--- config.mk ---
export PLATFORM = sky130hd
export DESIGN_NAME = seg_scan_ctrl_flat
export DESIGN_NICKNAME = d
export VERILOG_FILES = /design/src/rtl/seg_scan_ctrl_if.sv /design/src/rtl/seg_scan_ctrl.sv /design/src/flat_wrapper.sv
export SDC_FILE = /design/constraint.sdc
export NUM_CORES = 1
export LEC_CHECK = 0
export ABC_AREA = 1
export CAP_MARGIN = 20
export CORE_ASPECT_RATIO = 0.6
export CORE_MARGIN = 5
export CORE_UTILIZATION = 45
export DETAILED_ROUTE_END_ITERATION = 7
export GPL_TIMING_DRIVEN = 0
export PLACE_DENSITY = 0.69
export SETUP_SLACK_MARGIN = 0.02
export SKIP_CTS_REPAIR_TIMING = 1
export SLEW_MARGIN = 0
export SYNTH_ARGS = -nofsm -noshare
export SYNTH_HDL_FRONTEND = slang
export SYNTH_SLANG_ARGS = --single-unit
--- constraint.sdc ---
create_clock -name clk -period 3.1 [get_ports clk]
set_input_delay 0.31 -clock clk [delete_from_list [all_inputs] [get_ports clk]]
set_output_delay 0.31 -clock clk [all_outputs]
set_load 0.01 [all_outputs]
--- src/rtl/seg_scan_ctrl_if.sv ---
// Application-side bus of the 7-segment scan controller: the value/load strobe in,
// the decoder nibble, the anodes and the status pulses out.
interface seg_scan_ctrl_if;
    logic [15:0] value;
    logic        load;
    logic        blank_lz;
    logic [3:0]  D;
    logic [3:0]  an;
    logic        upd_ack;
    logic        frame_done;

    modport master (
        output value, load, blank_lz,
        input  D, an, upd_ack, frame_done
    );

    modport slave (
        input  value, load, blank_lz,
        output D, an, upd_ack, frame_done
    );
endinterface

--- src/rtl/seg_scan_ctrl.sv ---
// Four-digit multiplexed 7-segment scan controller with a double-buffered value,
// a per-slot ghost-suppression blank interval and optional leading-zero blanking.
module seg_scan_ctrl #(
    parameter int unsigned REFRESH_DIV = 100000,
    parameter int unsigned BLANK_CYC   = 1000
) (
    input  logic           clk,
    input  logic           rst_n,
    seg_scan_ctrl_if.slave bus
);
    localparam int unsigned CW         = $clog2(REFRESH_DIV);
    localparam int unsigned BLANK_LAST = (BLANK_CYC == 0) ? 0 : BLANK_CYC - 1;
    localparam logic [CW-1:0] CNT_MAX   = CW'(REFRESH_DIV - 1);
    localparam logic [CW-1:0] BLANK_END = CW'(BLANK_LAST);

    typedef enum logic [0:0] {
        PH_BLANK = 1'b0,
        PH_ON    = 1'b1
    } phase_e;

    localparam phase_e SLOT_START = (BLANK_CYC == 0) ? PH_ON : PH_BLANK;

    logic [CW-1:0] cnt_q, cnt_d;
    logic [1:0]    dig_q, dig_d;
    phase_e        phase_q, phase_d;
    logic [15:0]   disp_q, disp_d;
    logic [15:0]   pend_q, pend_d;
    logic          pend_v_q, pend_v_d;
    logic [3:0]    d_q, d_d;
    logic [3:0]    an_q, an_d;
    logic          upd_ack_q, upd_ack_d;
    logic          frame_done_q, frame_done_d;

    logic slot_end;
    logic boundary;
    logic lz_blank;

    always_ff @(posedge clk) begin
        if (!rst_n) begin
            cnt_q        <= '0;
            dig_q        <= '0;
            phase_q      <= SLOT_START;
            disp_q       <= '0;
            pend_q       <= '0;
            pend_v_q     <= 1'b0;
            d_q          <= '0;
            an_q         <= '1;
            upd_ack_q    <= 1'b0;
            frame_done_q <= 1'b0;
        end else begin
            cnt_q        <= cnt_d;
            dig_q        <= dig_d;
            phase_q      <= phase_d;
            disp_q       <= disp_d;
            pend_q       <= pend_d;
            pend_v_q     <= pend_v_d;
            d_q          <= d_d;
            an_q         <= an_d;
            upd_ack_q    <= upd_ack_d;
            frame_done_q <= frame_done_d;
        end
    end

    // Slot counter, digit index and blank/on phase
    always_comb begin
        cnt_d    = cnt_q + 1'b1;
        dig_d    = dig_q;
        phase_d  = phase_q;
        slot_end = (cnt_q == CNT_MAX);
        boundary = slot_end && (dig_q == 2'd3);
        if (slot_end) begin
            cnt_d   = '0;
            dig_d   = dig_q + 2'd1;
            phase_d = SLOT_START;
        end else if (phase_q == PH_BLANK && cnt_q == BLANK_END) begin
            phase_d = PH_ON;
        end
    end

    // A load on the boundary bypasses the pending buffer and supersedes it
    always_comb begin
        disp_d       = disp_q;
        pend_d       = pend_q;
        pend_v_d     = pend_v_q;
        upd_ack_d    = 1'b0;
        frame_done_d = boundary;
        if (bus.load) begin
            if (boundary) begin
                disp_d    = bus.value;
                pend_v_d  = 1'b0;
                upd_ack_d = 1'b1;
            end else begin
                pend_d   = bus.value;
                pend_v_d = 1'b1;
            end
        end else if (boundary && pend_v_q) begin
            disp_d    = pend_q;
            pend_v_d  = 1'b0;
            upd_ack_d = 1'b1;
        end
    end

    always_comb begin
        d_d      = '0;
        lz_blank = 1'b0;
        case (dig_q)
            2'd0: d_d = disp_q[3:0];
            2'd1: begin
                d_d      = disp_q[7:4];
                lz_blank = (disp_q[15:4] == '0);
            end
            2'd2: begin
                d_d      = disp_q[11:8];
                lz_blank = (disp_q[15:8] == '0);
            end
            default: begin
                d_d      = disp_q[15:12];
                lz_blank = (disp_q[15:12] == '0);
            end
        endcase
        if (phase_q == PH_BLANK || (bus.blank_lz && lz_blank)) begin
            an_d = '1;
        end else begin
            an_d = ~(4'b0001 << dig_q);
        end
    end

    assign bus.D          = d_q;
    assign bus.an         = an_q;
    assign bus.upd_ack    = upd_ack_q;
    assign bus.frame_done = frame_done_q;
endmodule

--- src/flat_wrapper.sv ---
// flat-port wrapper written by rule: the top's interface ports become plain ports
module seg_scan_ctrl_flat 
#(
    parameter int unsigned REFRESH_DIV = 100000,
    parameter int unsigned BLANK_CYC   = 1000
)
  (clk, rst_n, bus_value, bus_load, bus_blank_lz, bus_D, bus_an, bus_upd_ack, bus_frame_done);
  seg_scan_ctrl_if bus_i ();
  input  logic clk;
  input  logic rst_n;
  input wire logic [$bits(bus_i.value)-1:0] bus_value;
  input wire logic [$bits(bus_i.load)-1:0] bus_load;
  input wire logic [$bits(bus_i.blank_lz)-1:0] bus_blank_lz;
  output wire logic [$bits(bus_i.D)-1:0] bus_D;
  output wire logic [$bits(bus_i.an)-1:0] bus_an;
  output wire logic [$bits(bus_i.upd_ack)-1:0] bus_upd_ack;
  output wire logic [$bits(bus_i.frame_done)-1:0] bus_frame_done;
  assign bus_i.value = bus_value;
  assign bus_i.load = bus_load;
  assign bus_i.blank_lz = bus_blank_lz;
  assign bus_D = bus_i.D;
  assign bus_an = bus_i.an;
  assign bus_upd_ack = bus_i.upd_ack;
  assign bus_frame_done = bus_i.frame_done;
  seg_scan_ctrl #(.REFRESH_DIV(REFRESH_DIV), .BLANK_CYC(BLANK_CYC)) u_core (.clk(clk), .rst_n(rst_n), .bus(bus_i));
endmodule
Yosys cells after proc, flatten, opt, wreduce, memory -nomap -nowiden
Index checks and enable logic that the tools add are counted.

Flip-flop bits (word level): 63. Bits in latches: 0. Memory bits (writable): 0. Memory bits (read-only): 0. Input bits: 20. Output and inout port bits: 10. Word-level logic and storage cells: 48. Memories kept: 0.

Add/subtract/negate cells: 2. $mul: 0. Divide/modulo/power cells: 0. Order comparisons: 0. Eq/ne operators: 6. Shift operators: 1. Mux-type cells: 11. Bitwise gates (word level): 4. Reductions and logical operators: 14.

Operator list (count): $mux 16 (3); $add 17x1->17 const B (1); $eq 17x10->1 const B (1); $eq 17x17->1 const B (1); $logic_not 12->1 (1); $pmux 4 s3 (1); $logic_not 8->1 (1); $mux 1 (6); $eq 2x2->1 const B (2); $logic_and 1x1->1 (4); $logic_not 4->1 (1); $not 4->4 (1); $reduce_and 2->1 (2); $reduce_or 2->1 (2); $shl 1x2->4 const A (1); $not 1->1 (3); $pmux 1 s3 (1); $add 2x1->2 const B (1); $eq 2x1->1 const B (1); $logic_not 2->1 (1); $ne 2x1->1 const B (1); $reduce_bool 2->1 (1); $logic_or 1x1->1 (1).

Longest topological paths before layout
Gate-level depths: netlist (run 1).

Word-level depth: 5. Gate-level depth with buffers: 9. Gate-level depth less buffers: 8.

Least setup slack after synthesis (run 1)
No wires, ideal clock.

Kind: flip-flop to flip-flop. Start point: register u_core.dig_q[0]. End point: register u_core.pend_q[10]. Setup time: 0.115 ns. Arrival: 1.427 ns. Data required time: 2.985 ns. Setup slack: 1.558 ns. Cell stages (with the launch flop): 7. Path buffers: 2. Period minus slack after synthesis: 1.542 ns. Cell sequence: dfxtp_1 ha_1 clkbuf_1 nand4_4 clkbuf_1 a21oi_1 nor2_1.

Word-level cells in the longest chain between the ends: 4.

RTL lines: from (decl) (RTL line seg_scan_ctrl.sv:24) `logic [1:0] dig_q, dig_d;`; from (signal assigned) (RTL line seg_scan_ctrl.sv:52) `dig_q <= dig_d;`; $eq 2x2->1 (RTL line seg_scan_ctrl.sv:70) `boundary = slot_end && (dig_q == 2'd3);`; $logic_and 1x1->1 (RTL line seg_scan_ctrl.sv:70); $not 1->1 (no source line); $reduce_and 2->1 (no source line); to (signal assigned) (RTL line seg_scan_ctrl.sv:55) `pend_q <= pend_d;`; to (decl) (RTL line seg_scan_ctrl.sv:27) `logic [15:0] pend_q, pend_d;`.

No other way between the ends. A chain may end at the register's enable or synchronous reset.

Final worst setup path (run 1)
Start point: register u_core.dig_q[0]. End point: register u_core.pend_q[14].

The elaborated chain is that of the path after synthesis.

==> run summary, run 1 <==
outcome = completed
Port Buf Inserts = 27
CTS tree = yes
multi-input logic area = 1510 um2
hold path depth = 4
GPL Wtd Cong = 0.943
Reg2Reg Depth = 6
vias in the first global route = 2597
Overall Power = 2040 uW
DR iter-0 viols = 220
Worst Path Buf+Inv = 2
Slew headroom = 66.9%
PwrDens = 546 nW/um2
Worst path top cell family by delay = buffers and inverters
Synthesized Nets = 444
crit-path cells = ha_1 > clkbuf_1 > nand4_4 > clkbuf_1 > a21oi_1 > nor2_1
share of cells above drive strength 1 = 7.81%
clk slew on worst S/H paths = 50 ps
Initial Util = 45.7%
vias = 2815
Die X = 116 um
Hold Fails Final Rpt = 0
I/O Pins = 30
Core Area = 6620 um2
crit path kind = flop to flop
Final Instance Area = 3740 um2
CTS buffer count = 9
Endpoint, Worst Hold = u_core.bus.an[1]$_SDFF_PP1_
setup_tns = 0 ps
area grow syn2layout = 23.4%
hpwl dp = 5520 um
global-route usage over all layers = 19.0%
post-synthesis cell count = 418
diode count = 0
setup ws final = 1200 ps
Clock Latency Late Sink = 330 ps
Post-synth top cells = 77 x nor2_1, 70 x nand2_1, 63 x dfxtp_1
initial antenna violation count = 0
dominant cell type by area after synthesis = dfxtp_1
Worst path slowest cell = dfxtp_1
final period utilization = 61.4%
num rows = 23
Root Buffer = clkbuf_16
Sink Count = 63
Setup violations, final = 0
sequential-to-total area share from yosys stat = 41.7%
RSZ-0062 raised after global routing = no
Final min period = 1900 ps
worst flop-to-flop path endpoint = u_core.pend_q[14]$_SDFFE_PN0P_
Lkg Pwr = 0.00156 uW
worst r2r src = u_core.dig_q[0]$_SDFFE_PN0P_
worst path required time = 3320 ps
Crit Path Max Fanout = 10
Filler Cells Inserted = 646
Slew @ Worst Pin = 497 ps
DIE AREA = 8520 um2
first-pass GRT wire length = 12400 um
top cells by area, synth = dfxtp_1 42%, nor2_1 9.5%, nand2_1 8.7%
Primary FF master, synth = dfxtp_1
Antenna Nets Post-Route = 0
Ys Warns = 0
GRT Residual Overflow = 0
type of origin of the critical path = flop
type of the worst min-delay path = input port to flop
drt wl/cell = 13.8 um
Post-route DRC = 0
CTS HTree Levels = 3
final WL = 7560 um
Mapped Area = 3030 um2
count leader, synth = nor2_1
CP peak stage delay = 430 ps
reg2reg setup slack = 1200 ps
die height = 73.5 um
# Max-Cap Violations = 0
fin nets = 482
Arr. time, crit path = 2120 ps
Post-Place Worst Slack = 1230 ps
final slew viol count = 0
drt first pass iters = 5
number of flops mapped to enable cells by yosys = 0
largest net degree at the start of global routing = 11
FF+latch area = 1260 um2
Max Clock Freq = 526 MHz
Max Buffers Root-to-Sink = 2
Final Skew = 5.05 ps
Cell Area, Placed = 3410 um2
Post-synth ARST share = 0%
min-delay src = rst_n
Synth Register Bits = 63
maximum vdd drop = 0.301 mV
Avg Inst Size Synth = 7.24 um2
fin util = 56.4%
CP dominant cell by count = clkbuf_1
Critical Path End Type = flop
Cell variety after synth = 26
Avg Vias per Cell = 5.14
Synth top area share = 41.7%
## layout by cell type (no fill, tap or decap), types with 8 or more instances in the layout
| master | count |
|---|---|
| clkbuf_1 | 11 |
| mux2i_1 | 16 |
| nand3_1 | 31 |
| clkbuf_16 | 9 |
| nand4_1 | 24 |
| nor3_1 | 10 |
| a21oi_1 | 28 |
| nand2_1 | 70 |
| nor2_1 | 77 |
| o21ai_0 | 8 |
| inv_1 | 39 |
| dfxtp_1 | 63 |
| clkdlybuf4s50_1 | 27 |
## cell families after synthesis
group,count (synthesis),synth area share [%]
adder cells (fa/ha/maj),6,2.48
XOR/XNOR,6,1.74
buffers and inverters,63,8.39
AND/OR/NAND/NOR,223,33.4
multiplexers,16,5.29
flip-flops,63,41.7
AO/OA/AOI/OAI,41,7.02
## worst max path at each step
stage	startpoint	to	slack [ps]	depth (start not counted)
floorplan	u_core.dig_q[0]$_SDFFE_PN0P_	u_core.pend_q[10]$_SDFFE_PN0P_	1560	6
detailed placement	u_core.dig_q[0]$_SDFFE_PN0P_	u_core.pend_q[12]$_SDFFE_PN0P_	1230	6
finish	u_core.dig_q[0]$_SDFFE_PN0P_	u_core.pend_q[14]$_SDFFE_PN0P_	1200	6
global placement	u_core.dig_q[0]$_SDFFE_PN0P_	u_core.pend_q[12]$_SDFFE_PN0P_	1280	6
global route	u_core.dig_q[0]$_SDFFE_PN0P_	u_core.pend_q[8]$_SDFFE_PN0P_	990	6
CTS	u_core.dig_q[0]$_SDFFE_PN0P_	u_core.pend_q[12]$_SDFFE_PN0P_	1200	6
## worst reg2reg max path: stages (launching register included)
cell      delay [ps]
dfxtp_1          430
ha_1             180
clkbuf_1         360
nand4_4          260
clkbuf_1         310
a21oi_1          200
nor2_1            60
## through the flow
stage / std cells / hold slack, ps
finish: 548 / 434
global route: 548 / 478
CTS: 548 / 424
detailed placement: 532 / 440
global placement: 532 / 429
floorplan: 418 / 418
## layout make-up
type	instances	area share (%)
Timing Repair Buffer	27	7.23
Clock buffer	14	7.87
Buffer	20	2.48
Sequential cell	63	33.8
Clock inverter	2	0.938
Inverter	43	4.32
Tap cell	87	2.91
Multi-Input combinational cell	292	40.5
## registers in the layout, summed over array words and instances (netlist names)
signal	flops
u_core.bus.D	4
u_core.bus.frame_done	1
u_core.dig_q	2
u_core.bus.upd_ack	1
u_core.bus.an	4
u_core.pend_q	16
u_core.disp_q	16
u_core.cnt_q	17
u_core.pend_v_q	1
u_core.phase_q	1
## routing by layer
layer,share of wire (%),track usage (%)
met5,0,0
met2,39,26.3
met3,6.5,5.93
met1,53,27.8
met4,1.6,6.18
## power breakdown
group | switching [uW] | internal [uW] | total [uW]
clock network | 343 | 730 | 1070
registers | 9.24 | 829 | 839
logic | 72.6 | 54.7 | 127
Note: power is estimated with default switching activity, not from simulation.
==> run 2: changes to the inputs <==
==> constraint.sdc (replaced) <==
create_clock -name clk -period 1.94 [get_ports clk]
set_input_delay 0.194 -clock clk [delete_from_list [all_inputs] [get_ports clk]]
set_output_delay 0.194 -clock clk [all_outputs]
set_load 0.01 [all_outputs]
==> run summary, run 2 (synthesis results as in run 1) <==
outcome = completed
met1 Resource Use GR = 27.8%
Arr. time, crit path = 1990 ps
Final Skew = 5.34 ps
Core Area = 6620 um2
vias = 2825
hpwl dp = 5520 um
Post-Place Worst Slack = 67.4 ps
Final min period = 1770 ps
GRT Residual Overflow = 0
initial antenna violation count = 0
Critical Path End Type = flop
vias in the first global route = 2597
GPL Wtd Cong = 0.943
I/O Pins = 30
final slew viol count = 0
Root Buffer = clkbuf_16
largest net degree at the start of global routing = 11
diode count = 0
maximum vdd drop = 0.480 mV
CTS HTree Levels = 3
CTS buffer count = 9
# Max-Cap Violations = 0
clk slew on worst S/H paths = 50 ps
fin nets = 485
crit path kind = flop to flop
Antenna Nets Post-Route = 0
drt wl/cell = 13.9 um
grt met3 use = 5.93%
Max Buffers Root-to-Sink = 2
final period utilization = 91.4%
commonest non-fill, non-tap cell in the layout = nor2_1
most frequent cells in the layout = 77 x nor2_1, 69 x nand2_1, 63 x dfxtp_1, 39 x inv_1, 31 x nand3_1
DIE AREA = 8520 um2
first-pass GRT wire length = 12400 um
drt first pass iters = 5
PwrDens = 865 nW/um2
Hold Fails Final Rpt = 0
final WL = 7650 um
share of cells above drive strength 1 = 9.05%
area grow syn2layout = 24.4%
Most flops, register = u_core.cnt_q
Lkg Pwr = 0.00158 uW
setup ws final = 167 ps
Slew headroom = 65.8%
flip-flop count of the largest register after layout = 17
Avg Vias per Cell = 5.13
Sink Count = 63
fin util = 56.9%
global-route usage over all layers = 19.0%
Max Clock Freq = 564 MHz
Setup violations, final = 0
Overall Power = 3260 uW
Slew @ Worst Pin = 509 ps
CTS tree = yes
busiest layer in global routing = met1
RSZ-0062 raised after global routing = yes
Initial Util = 45.7%
Die X = 116 um
type of the worst min-delay path = input port to flop
Crit Path Max Fanout = 10
type of origin of the critical path = flop
Port Buf Inserts = 27
Largest regs = u_core.cnt_q: 17 flops, u_core.disp_q: 16 flops, u_core.pend_q: 16 flops
Clock Latency Late Sink = 330 ps
DR iter-0 viols = 208
num rows = 23
met2 usage = 26.3%
worst path required time = 2160 ps
Post-route DRC = 0
die height = 73.5 um
run 2: critical path, cell delays in order (launching register included):
cell     delay [ps]
dfxtp_1         350
ha_1            170
nand2_1         130
nor2_4          250
nand3_1         160
nor2_4          160
buf_4           170
nand4_1          80
nand2_1         130
nor2_1           60
run 2: report_power, final:
group | switching [uW] | internal (uW)
sequential | 14.8 | 1330
combinational | 116 | 87.6
clock | 547 | 1170
run 2: final cells by class:
type                    instances  area, um2
flip-flops and latches         63       1260
clock buffers                  14        294
repair buffers                 31        300
inverters                      43        161
plain buffers                  19       90.1
multi-input cells             292       1520
clock inverters                 2       35.0
well taps                      87        109
fillers                       640       2850
run 2: worst paths after layout:
path / depth (start not counted) / slack, ps / to / start
max: 9 / 170 / u_core.disp_q[13]$_SDFFE_PN0P_ / u_core.cnt_q[0]$_SDFF_PP0_
min: 4 / 330 / u_core.bus.an[1]$_SDFF_PP1_ / rst_n
max reg2reg: 9 / 170 / u_core.disp_q[13]$_SDFFE_PN0P_ / u_core.cnt_q[0]$_SDFF_PP0_
min reg2reg: 1 / 450 / u_core.cnt_q[0]$_SDFF_PP0_ / u_core.cnt_q[0]$_SDFF_PP0_
run 2: metrics by stage:
stage | area, um2 | TNS [ps] | std cells | hold WS (ps)
6_report | 3770 | 0 | 551 | 327
3_3_place_gp | 3410 | 0 | 532 | 429
3_5_place_dp | 3410 | 0 | 532 | 440
5_1_grt | 3770 | -14.9 | 551 | 375
2_1_floorplan | 3030 | 0 | 418 | 414
4_1_cts | 3740 | 0 | 548 | 308
run 2: metal layers:
| metal | wire length [um] | part of all wire, % | vias up |
|---|---|---|---|
| met5 | 0 | 0 | - |
| met4 | 124 | 1.6 | 0 |
| met3 | 462 | 6.0 | 14 |
| met2 | 3020 | 40 | 88 |
| met1 | 4040 | 53 | 1281 |
| li1 | - | - | 1442 |
==> edit, RTL diff (settings of run 2) <==
`REFRESH_DIV` is set to 100000 in 2 places; all go to 200000.
--- a/src/rtl/seg_scan_ctrl.sv
+++ b/src/rtl/seg_scan_ctrl.sv
@@ -3,3 +3,3 @@
 module seg_scan_ctrl #(
-    parameter int unsigned REFRESH_DIV = 100000,
+    parameter int unsigned REFRESH_DIV = 200000,
     parameter int unsigned BLANK_CYC   = 1000
--- a/src/flat_wrapper.sv
+++ b/src/flat_wrapper.sv
@@ -3,3 +3,3 @@
 #(
-    parameter int unsigned REFRESH_DIV = 100000,
+    parameter int unsigned REFRESH_DIV = 200000,
     parameter int unsigned BLANK_CYC   = 1000
Function: same outputs for any inputs over 10 cycles, from zero or initial values and one cycle with rst_n low; that may be too few to reach the edited logic, so the function may still have changed.
==> edit against run 2 <==
- count of clock-buffer cells in the layout is 1 lower
- die area rose by 8.5%
- via count rose by 2.9%
- largest power group unchanged
- worst setup slack worse by 0.019 ns
- design area up 6.2%
- area after synthesis increased by 9.6%
- sequential cell count is 1 higher
- total power shrank 4.8%
- wire length grew 5.2%
==> edit: results (changes against run 2) <==
run status finished, final reports clean (unchanged); R2R Setup Slk 0.15 ns (was 0.17 ns); gpl congestion 0.926 (was 0.943); top post-synthesis cells by area dfxtp_1 39%, nand2_1 8.5%, inv_1 7.6% (was dfxtp_1 42%, nor2_1 9.5%, nand2_1 8.7%); initial antenna violation count 0 (unchanged); dpl ws 0.0777 ns (was 0.0674 ns); CP delay by family, top simple AND/OR/NAND/NOR gates (unchanged); final WL 8050 um (was 7650 um); Critical Path Max Stage Delay 0.34 ns; VDD IR max 459 uV (was 480 uV); # H-tree levels 3 (unchanged); Initial DRC Count 207 (was 208); Regs by FF count u_core.cnt_q x18, u_core.disp_q x16, u_core.pend_q x16 (was u_core.cnt_q x17, u_core.disp_q x16, u_core.pend_q x16); Netlist cell types 31 (was 26); Post-synth top cells 75 x nand2_1, 67 x inv_1, 64 x dfxtp_1 (was 77 x nor2_1, 70 x nand2_1, 63 x dfxtp_1); Syn Nets 480 (was 444); Clock Tree Root clkbuf_16 (unchanged); vias in the first global route 2734 (was 2597); post-synthesis async set-or-reset flop share 0 (unchanged); nets 519 (was 485); Filler cells 727 (was 640); GRT Residual Overflow 0 (unchanged); dpl hpwl 5950 um (was 5520 um); DP Area 0.00371 mm2 (was 0.00341 mm2); CTS clk-pin slew, worst paths 0.05 ns (about the same); critical path peak fanout 10 (unchanged); all-layer global routing usage 0.183 (was 0.190); min-delay worst type in2reg (unchanged); routed vias 2908 (was 2825); Skew-Pair Late Insertion Delay 0.33 ns (about the same); reg2reg path depth 9 (unchanged); CTS Buf Count 9 (unchanged); Synth Warn # 0 (unchanged); worst-margin pin slew 0.574 ns (was 0.509 ns); WS Path Type reg2reg (unchanged); worst-case clock skew 0.00502 ns (was 0.00534 ns); Cells after DPL 573 (was 532); Worst Hold Margin 0.356 ns (was 0.327 ns); CP endpoint u_core.cnt_q[1] (was u_core.disp_q[13]); hold path depth 3 (was 4); min Tclk post-route 1.79 ns (was 1.77 ns); First-pass DRT Iterations 6 (was 5); post-synthesis sequential area ratio 0.386 (was 0.417); share of layout cells above drive strength 1 0.137 (was 0.0905); synthesized instance count 454 (was 418); routed length per instance 13.7 um (was 13.9 um); first-pass GRT wire length 13300 um (was 12400 um); Most used DFF post-synth dfxtp_1 (unchanged); # diodes 0 (unchanged); hold endpoint u_core.bus.D[3] (was u_core.bus.an[1]); pin count of the biggest net entering global routing 11 (unchanged); P_leak 0.00171 uW (was 0.00158 uW); # port buffers 28 (was 27)
edit: cell families after synthesis:
group,Yosys count,synth area share
compound gates,43,0.0675
xor+xnor,7,0.0185
fa+ha+maj,6,0.0226
buf+inv,93,0.117
flops,64,0.386
mux,16,0.0482
simple gates,225,0.340
edit: cell type report:
class,instances,area (um2),area share
clock inverter,3,15.0,0.00375
inverter,72,272,0.0679
tap,91,114,0.0285
timing repair buffer,28,280,0.0701
sequential,64,1280,0.320
clock buffer,13,270,0.0676
multi-input combinational,297,1650,0.413
buffer,21,116,0.0291
edit: where the power goes:
group	leakage [uW]	switching (uW)	internal [uW]	total, uW
clock	0.000145	558	962	1520
sequential	0.000521	16.9	1350	1360
combinational	0.00104	124	95.3	220
total	0.00171	699	2400	3100
edit: per-layer routing:
metal  global-route usage  wire length (um)  vias to the layer above
li1                     -                 -                     1520
met2                0.247              3070                       77
met1                0.271              4320                     1299
met5                    0                 0                        -
met3               0.0593               517                       12
met4               0.0611               135                        0
